<file path="src/rtl/fetch_stage.sv">
// Instruction-fetch stage: owns the PC, addresses the combinational instruction ROM
// and registers the returned word into IF/ID, with stall, branch redirect/flush and halt.
module fetch_stage #(
    parameter logic [31:0] RESET_PC   = 32'h0000_0000,
    parameter int unsigned IMEM_DEPTH = 100
) (
    input  logic        clk,
    input  logic        reset,
    input  logic        stall,
    input  logic        branch_taken,
    input  logic [31:0] branch_target,
    input  logic [31:0] imem_rd,
    output logic [31:0] imem_addr,
    output logic [31:0] pc_plus4,
    output logic [31:0] if_instr,
    output logic [31:0] if_pc,
    output logic [31:0] if_pc_plus8,
    output logic        if_valid,
    output logic        halted,
    output logic        align_err,
    output logic [31:0] fetch_count
);

    typedef enum logic {RUN, HALTED} state_t;

    // One past the last populated byte address, widened so large depths cannot overflow.
    localparam logic [32:0] PC_LIMIT = 33'(IMEM_DEPTH) << 2;

    state_t      state;
    logic [31:0] pc;
    logic [31:0] eff_target;
    logic        in_range;
    logic        target_in_range;

    assign eff_target      = {branch_target[31:2], 2'b00};
    assign in_range        = {1'b0, pc} < PC_LIMIT;
    assign target_in_range = {1'b0, eff_target} < PC_LIMIT;

    assign imem_addr   = pc;
    assign pc_plus4    = pc + 32'd4;
    assign if_pc_plus8 = if_pc + 32'd8;
    assign halted      = (state == HALTED);

    // Priority is reset, then redirect (which wins even over a stall), then stall, then advance.
    always_ff @(posedge clk) begin
        if (reset) begin
            pc          <= RESET_PC;
            state       <= RUN;
            if_instr    <= 32'd0;
            if_pc       <= 32'd0;
            if_valid    <= 1'b0;
            fetch_count <= 32'd0;
            align_err   <= 1'b0;
        end else begin
            align_err <= branch_taken && (branch_target[1:0] != 2'b00);
            if (branch_taken) begin
                pc       <= eff_target;
                if_instr <= 32'd0;
                if_pc    <= 32'd0;
                if_valid <= 1'b0;
                state    <= target_in_range ? RUN : HALTED;
            end else if (!stall) begin
                if (state == RUN && in_range) begin
                    if_instr    <= imem_rd;
                    if_pc       <= pc;
                    if_valid    <= 1'b1;
                    fetch_count <= fetch_count + 32'd1;
                    pc          <= pc + 32'd4;
                end else begin
                    // Ran off the ROM (or already halted): park the PC and feed bubbles.
                    if_instr <= 32'd0;
                    if_pc    <= 32'd0;
                    if_valid <= 1'b0;
                    state    <= HALTED;
                end
            end
        end
    end

endmodule

</file>
<file path="config.mk">
export PLATFORM = sky130hd
export DESIGN_NAME = fetch_stage
export DESIGN_NICKNAME = d
export VERILOG_FILES = /design/src/rtl/fetch_stage.sv
export SDC_FILE = /design/constraint.sdc
export NUM_CORES = 1
export LEC_CHECK = 0
export BUFFER_PORTS_ARGS = -buffer_cell sky130_fd_sc_hd__buf_2
export CAP_MARGIN = 20
export CORE_MARGIN = 2
export CORE_UTILIZATION = 51
export DETAILED_ROUTE_END_ITERATION = 8
export PLACE_DENSITY = 0.85
export SYNTH_ARGS = -nofsm -noshare
export SYNTH_HDL_FRONTEND = slang
export SYNTH_SLANG_ARGS = --single-unit
export TNS_END_PERCENT = 5
</file>
<file path="constraint.sdc">
create_clock -name clk -period 4.85 [get_ports clk]
set_input_delay 0.485 -clock clk [delete_from_list [all_inputs] [get_ports clk]]
set_output_delay 0.485 -clock clk [all_outputs]
set_load 0.02 [all_outputs]
</file>
* After elaboration in Yosys (flattened, before gate mapping)
Cells that the tools add are included.
** Operators by class
- Add/subtract/negate cells :: 3
- Bitwise operators :: 3
- Multiplexer cells :: 10
- Reductions and logical operators :: 9
- $lt $le $gt $ge :: 2
- Equality and inequality tests :: 2
** Operators by type and width (count)
- $mux 32 :: 5
- $lt 32x9->1 const B :: 2
- $add 32x1->32 const B :: 1
- $add 32x3->32 const B :: 1
- $add 32x4->32 const B :: 1
- $reduce_and 2->1 :: 3
- $mux 1 :: 5
- $reduce_bool 2->1 :: 2
- $not 1->1 :: 3
- $reduce_and 3->1 :: 1
- $logic_and 1x1->1 :: 2
- $ne 2x1->1 const B :: 1
- $ne 2x2->1 const B :: 1
- $reduce_or 2->1 :: 1
** Storage, ports and cells
- Flip-flop bits (word level) :: 131
- Word-level logic and storage cells :: 37
- Input port bits :: 68

* Logic depth before layout (Yosys ltp)
Gate-level depths: netlist of run 1.
- Word-level depth :: 5
- Gate-level depth with buffers :: 8
- Gate-level depth less buffers :: 6

* Worst setup path before layout of run 1
Ideal clock, no wire load.
- Kind :: reg-to-output
- From :: register pc[4], in the netlist imem_addr[4]
- To :: output pc_plus4[31]
- Arrival :: 2.299 ns
- Buffers on the path :: 2
- Slack :: 2.066 ns
- Stages on the path, launching flop included :: 8
- Cells stage by stage :: dfxtp_1 > clkbuf_1 > nand4_1 > or4_1 > clkbuf_1 > nand2b_1 > nor3_1 > xor2_1
** Between the ends
- Cells in the longest elaborated chain, start to end :: 1
** RTL lines
- from (decl) :: line 30 : logic [31:0] pc;
- from (signal assigned) :: line 57 : pc <= eff_target;
- from (signal assigned) :: line 68 : pc <= pc + 32'd4;
- $add 32x3->32 :: line 40 : assign pc_plus4 = pc + 32'd4;
- to (decl) :: line 14 : output logic [31:0] pc_plus4,
Every way passes these cells.

* Worst setup path after layout of run 1
- From :: register pc[2], in the netlist imem_addr[2]
- To :: output pc_plus4[30]
The elaborated chain is that of the path after synthesis.

==> results of run 1 <==
placed cells by master (no fill, tap or decap), drive strengths merged, types with 2 or more instances in the layout:
master,netlist,routed
buf,17,258
dfxtp,127,127
nor2,94,94
nand2,50,50
xnor2,50,50
and3,34,34
a22oi,33,33
a21oi,30,30
nand4,27,27
mux2i,25,25
nand3,22,22
nor4,22,22
clkbuf,40,19
xor2,18,18
or4,14,14
inv,11,11
and4,10,10
or3,10,10
o31ai,10,10
nor3,10,10
o21ai,8,8
conb,1,8
a211oi,7,7
bufinv,0,7
nand3b,4,4
ha,3,3
clkinv,0,3
clkinvlp,0,3
or2,3,3
and2,2,2
nand2b,2,2
nor2b,2,2
a21bo,2,2
o311ai,2,2
worst paths after layout:
kind                                   start              end  slack, ns  cells past startpoint
worst max-delay path            imem_addr[2]     pc_plus4[30]       1.34                      7
worst min-delay path             imem_rd[28]     if_instr[28]       0.29                      3
worst max register to register  imem_addr[9]  fetch_count[21]       1.70                      5
worst min register to register      if_valid         if_valid       0.45                      2
worst max-delay path, delay by kind of cell, from the launching register on:
family,cells,cell delay (ns)
and+or+nand+nor,4,1.52
DFF,1,0.47
adders and majority gates,1,0.30
buffers and inverters,1,0.18
xor gates and xnor gates,1,0.15
logic make-up (layout without fill, tap and decap cells):
group                    after synthesis  after routing  share of synthesized area
AO/OA/AOI/OAI                         94             94                      0.104
flip-flops                           127            127                      0.426
other                                  1              8                   0.000629
AND/OR/NAND/NOR                      307            307                      0.267
multiplexers                          26             26                     0.0438
adder cells (fa/ha/maj)                3              3                    0.00629
buffers and inverters                 68            301                     0.0516
XOR/XNOR                              68             68                     0.0999
routing by layer:
metal	routed length, µm	global-route usage
met1	7070	0.319
met3	1120	0.0643
met5	0	0
met4	306	0.0943
met2	8330	0.431
cell type report:
| type | count | area (µm²) |
|---|---|---|
| clock buffers | 19 | 453 |
| clock inverters | 13 | 259 |
| fillers | 928 | 3500 |
| inverters | 11 | 41.3 |
| multi-input cells | 506 | 3150 |
| flip-flops and latches | 127 | 2540 |
| well taps | 143 | 179 |
| repair buffers | 258 | 1300 |
report_power, final:
part | switching [mW] | total [mW] | leakage, nW | internal, mW
Combinational | 0.138 | 0.213 | 2.29 | 0.0749
Clock | 0.476 | 1.52 | 0.336 | 1.04
Sequential | 0.0320 | 1.09 | 1.03 | 1.06
registers in the layout, indices dropped and copies added, names as in the netlist:
signal	cells
if_instr	32
if_valid	1
align_err	1
if_pc	30
fetch_count	32
imem_addr	30
halted	1
through the flow:
step	hold WS (ns)	util	cell area (µm²)	std cells
floorplan	0.535	-	5990	701
global placement	0.444	0.631	7200	1044
detailed placement	0.453	0.631	7200	1044
CTS	0.287	0.693	7920	1076
global route	0.294	0.694	7920	1077
finish	0.290	0.694	7920	1077
==> results.py, run 1 <==
metrics = {
    "run_status": {
        "status": "completed",
    },
    "floorplanning": {
        "die_area_mm2": 0.0126,
        "rows": 39,
        "ios": 263,
        "start_util": 0.522,
        "dieWidth_um": 112,
        "die_h_um": 112,
        "core-area_mm2": 0.0114,
    },
    "layout": {
        "antenna_cells": 0,
        "nets": 992,
        "drive_gt1_frac": 0.322,
        "areaGrowthSynthToFinish_pct": 32.8,
    },
    "logic_synthesis": {
        "synth-edff-count": 0,
        "synth_most_common_cell": "dfxtp_1",
        "async_flop_share": 0,
        "synthFlopType": "dfxtp_1",
        "yosysWarnings": 0,
        "synth_area_mm2": 0.00596,
        "synthDistinctLibCells": 44,
        "synth-seq-cells": 127,
        "yosys.area.top_type": "dfxtp_1",
        "synthTopCellsByArea": "dfxtp_1, xnor2_1, nor2_1, mux2i_1, a22oi_1",
        "synthTopCellsByCount": "dfxtp_1, nor2_1, nand2_1, xnor2_1, clkbuf_1",
        "synth_top_cell_area_share": 0.426,
        "yosysSeqAreaShare": 0.426,
        "syn_area_per_cell_um2": 8.59,
        "syn_inst": 694,
    },
    "timing": {
        "final_max_slew_viol_count": 0,
        "min_period_ns": 3.51,
        "final.period_utilization": 0.725,
        "rsz0062_at_grt": "false",
        "clock.fmax_mhz": 285,
        "slew_headroom": 0.299,
        "worst_pin_slew_ns": 1.04,
        "hold_violations": 0,
        "finalSetupViolations": 0,
        "layout_setup_ws_ns": 1.34,
        "skew_ns": 0.00954,
        "setup_tns_ns": 0,
    },
    "worst_setup_path": {
        "path_max_fanout": 7,
        "end_kind": "output port",
        "critPathLaunchType": "flop",
        "critical_path_arrival_ns": 3.03,
        "path_class": "reg -> out",
        "critPathSlowestCell": "nor4_1",
        "cp.required_ns": 4.37,
        "max_stage_delay_ns": 0.85,
        "cp_cell_sequence": "ha_1 -> nand3_1 -> nor4_1 -> and2_1 -> nand4_1 -> xnor2_1 -> buf_2",
    },
    "global_routing": {
        "overflow": 0,
        "grtUsageTotal": 0.256,
        "grt_max_degree": 68,
        "grt_pass1_vias": 5275,
        "grt_pass1_wl_mm": 26.3,
        "antenna_found_initial": 0,
    },
    "detailed_routing": {
        "route.vias.total": 6000,
        "drc": 0,
        "drtIter0Drc": 504,
        "drtAntennaViolNets": 0,
        "dr.pass1.iters": 5,
        "finalWirelength_mm": 16.8,
        "routed_via_density": 5.57,
        "wire_per_inst_um": 15.6,
    },
    "pwr": {
        "power_leakage_nw": 3.66,
        "ir_drop_mv": 0.279,
        "cellPowerDensity_mw_per_mm2": 357,
        "power_mw": 2.83,
    },
    "clock_tree": {
        "postCtsResizedCells": 0,
        "cts_buffer_depth": 2,
        "cts_tree": "yes",
        "cts_buffers": 17,
        "postCtsHoldBufs": 0,
        "cts_setup_buffers": 0,
        "cts_max_level": 4,
        "cts-root-buf": "clkbuf_16",
        "numClockSinks": 127,
        "clk_pin_slew_ns": 0.06,
        "clock_latency_ns": 0.42,
    },
    "placed_design": {
        "port_buffers": 254,
        "gp_congestion": 0.877,
        "hpwlAfterDp_mm": 12.0,
        "place_ws_ns": 1.40,
    },
    "hold_path": {
        "hold_class": "in -> reg",
    },
    "run": {
        "drv_cap": 0,
    },
}
Power figures use the tool's default switching activity.
==> run 2, diff against run 1 <==
--- a/config.mk
+++ b/config.mk
@@ -8,9 +8,9 @@
 export BUFFER_PORTS_ARGS = -buffer_cell sky130_fd_sc_hd__buf_2
 export CAP_MARGIN = 20
 export CORE_MARGIN = 2
-export CORE_UTILIZATION = 51
+export CORE_UTILIZATION = 43
 export DETAILED_ROUTE_END_ITERATION = 8
-export PLACE_DENSITY = 0.85
+export PLACE_DENSITY = 0.77
 export SYNTH_ARGS = -nofsm -noshare
 export SYNTH_HDL_FRONTEND = slang
 export SYNTH_SLANG_ARGS = --single-unit
==> constraint.sdc (replaced) <==
create_clock -name clk -period 3.1 [get_ports clk]
set_input_delay 0.31 -clock clk [delete_from_list [all_inputs] [get_ports clk]]
set_output_delay 0.31 -clock clk [all_outputs]
set_load 0.02 [all_outputs]
==> results.py, run 2 (synthesis gave the netlist of run 1 again) <==
metrics = {
    "hold_path": {
        "hold_class": "in -> reg",
        "min_to": "if_instr[15]",
        "hold_depth": 3,
        "hp-start": "imem_rd[15]",
    },
    "layout": {
        "ff_latch_area_mm2": 0.00255,
        "multi_input_area_mm2": 0.00315,
        "final_cell_mix": "buf_2, dfxtp_1, nor2_1, nand2_1, xnor2_1",
        "fillCellCount": 1261,
        "top_regs": "fetch_count (32), if_instr (32)",
        "fin_cells": 1120,
        "areaGrowthSynthToFinish_pct": 32.3,
        "antenna_cells": 0,
        "final_core_util": 0.575,
        "final_common_cell": "buf_2",
        "drive_gt1_frac": 0.327,
        "nets": 999,
    },
    "pwr": {
        "swShare": 0.250,
        "cellPowerDensity_mw_per_mm2": 503,
        "pwr-share-clk": 0.483,
        "ir_drop_mv": 0.330,
        "power_switching_mw": 0.992,
        "comb_power_share": 0.088,
        "power_leakage_nw": 3.63,
        "seqPwrFrac": 0.429,
        "power.internal_mw": 2.98,
    },
    "worst_setup_path": {
        "rrSetupSlack_ns": 0.44,
        "timing.rr.start": "imem_addr[13]",
        "cp_cell_sequence": "nand4_1 -> or4_1 -> nand2b_1 -> nor3_1 -> xor2_1 -> buf_2",
        "path_class": "reg -> out",
        "r2r_cells": 5,
        "critical_path_arrival_ns": 2.60,
        "rr_endpoint": "fetch_count[27]",
        "critPathLaunchType": "flop",
        "cp.required_ns": 2.79,
        "crit_buf_inv": 1,
        "critPathSlowestCell": "or4_1",
        "max_stage_delay_ns": 0.67,
        "crit_family": "simple AND/OR/NAND/NOR gates",
        "path_max_fanout": 7,
        "end_kind": "output port",
    },
    "clock_tree": {
        "numClockSinks": 127,
        "clk_pin_slew_ns": 0.06,
        "cts_tree": "yes",
        "postCtsHoldBufs": 0,
        "cts_buffers": 17,
        "cts_max_level": 4,
        "clock_latency_ns": 0.42,
        "cts-root-buf": "clkbuf_16",
        "cts_buffer_depth": 2,
    },
    "detailed_routing": {
        "dr.pass1.iters": 5,
        "drtIter0Drc": 408,
        "finalWirelength_mm": 17.8,
        "drc": 0,
        "wire_per_inst_um": 15.9,
        "drtAntennaViolNets": 0,
        "route.vias.total": 5978,
        "routed_via_density": 5.34,
    },
    "timing": {
        "final_max_slew_viol_count": 0,
        "rsz0062_at_grt": "false",
        "setup_tns_ns": 0,
        "slew_headroom": 0.475,
        "finalSetupViolations": 0,
        "skew_ns": 0.00796,
        "final.period_utilization": 0.940,
        "worst_pin_slew_ns": 0.787,
        "clock.fmax_mhz": 343,
        "hold_violations": 0,
        "min_period_ns": 2.91,
    },
    "global_routing": {
        "antenna_found_initial": 0,
        "grt_pass1_vias": 5375,
        "overflow": 0,
        "grtUsageTotal": 0.237,
        "grt_pass1_wl_mm": 27.8,
        "grt_max_degree": 67,
    },
    "placed_design": {
        "gp_congestion": 0.854,
        "hpwlAfterDp_mm": 12.8,
        "place_inst": 1089,
        "port_buffers": 254,
    },
    "floorplanning": {
        "die_h_um": 122,
        "start_util": 0.435,
        "ios": 263,
        "die_area_mm2": 0.0148,
        "core-area_mm2": 0.0137,
        "dieWidth_um": 122,
        "rows": 43,
    },
    "run_status": {
        "status": "completed",
    },
    "run": {
        "drv_cap": 0,
    },
}
==> run 2: cell count changes in the layout (fill, tap and decap cells not counted), sizes merged <==
| cell | delta |
|---|---|
| buf | +7 |
| bufinv | -5 |
| clkbuf | +2 |
| clkinv | +2 |
==> run 2: tightest hold or removal path, cell delays in order <==
cell	delay [ns]
buf_2	0.07
a22oi_1	0.05
nor2_1	0.07
==> run 2: routing by layer <==
layer / vias to the layer above / routed length [µm] / global-route usage
met5: - / 0 / 0
met4: 0 / 284 / 0.0776
met3: 27 / 1280 / 0.0730
met2: 249 / 8480 / 0.368
met1: 2782 / 7740 / 0.314
li1: 2920 / - / -
==> run 2: through the flow <==
step | setup slack, ns | hold slack, ns | power (mW) | instance area [µm²]
finish | 0.186 | 0.126 | 3.97 | 7890
global route | 0.0243 | 0.117 | 4.12 | 7890
CTS | 0.136 | 0.107 | 4.00 | 7890
detailed placement | 0.472 | 0.453 | 2.09 | 7320
global placement | 0.548 | 0.443 | 2.08 | 7320
floorplan | 0.491 | 0.454 | 1.94 | 5990
==> run 2: how the worst max path moves through the flow <==
stage / start / endpoint / slack (ns) / cells after the start
after floorplan: imem_addr[4] / pc_plus4[31] / 0.49 / 7
after global placement: stall / fetch_count[31] / 0.55 / 6
after detailed placement: stall / fetch_count[27] / 0.47 / 6
after CTS: imem_addr[6] / pc_plus4[31] / 0.14 / 6
after global routing: imem_addr[9] / pc_plus4[31] / 0.02 / 6
final: imem_addr[7] / pc_plus4[31] / 0.19 / 6
==> run 2: area by class of cell <==
type	instances	share of cell area
clock buffers	21	0.0571
clock inverters	10	0.0146
inverters	11	0.00523
multi-input cells	506	0.399
flip-flops and latches	127	0.323
well taps	180	0.0285
repair buffers	265	0.173
==> run 2: power groups by stage <==
stage | clock network (mW) | registers (mW) | logic [mW]
floorplan | 0 | 1.76 | 0.188
global placement | 0 | 1.74 | 0.347
detailed placement | 0 | 1.74 | 0.347
CTS | 1.95 | 1.70 | 0.349
global route | 2.03 | 1.71 | 0.376
finish | 1.92 | 1.71 | 0.349
==> run 2: what timing repair did <==
item	CTS	global route
resized for setup	0	3
setup buffers	0	0
endpoints found under the setup margin	0	1
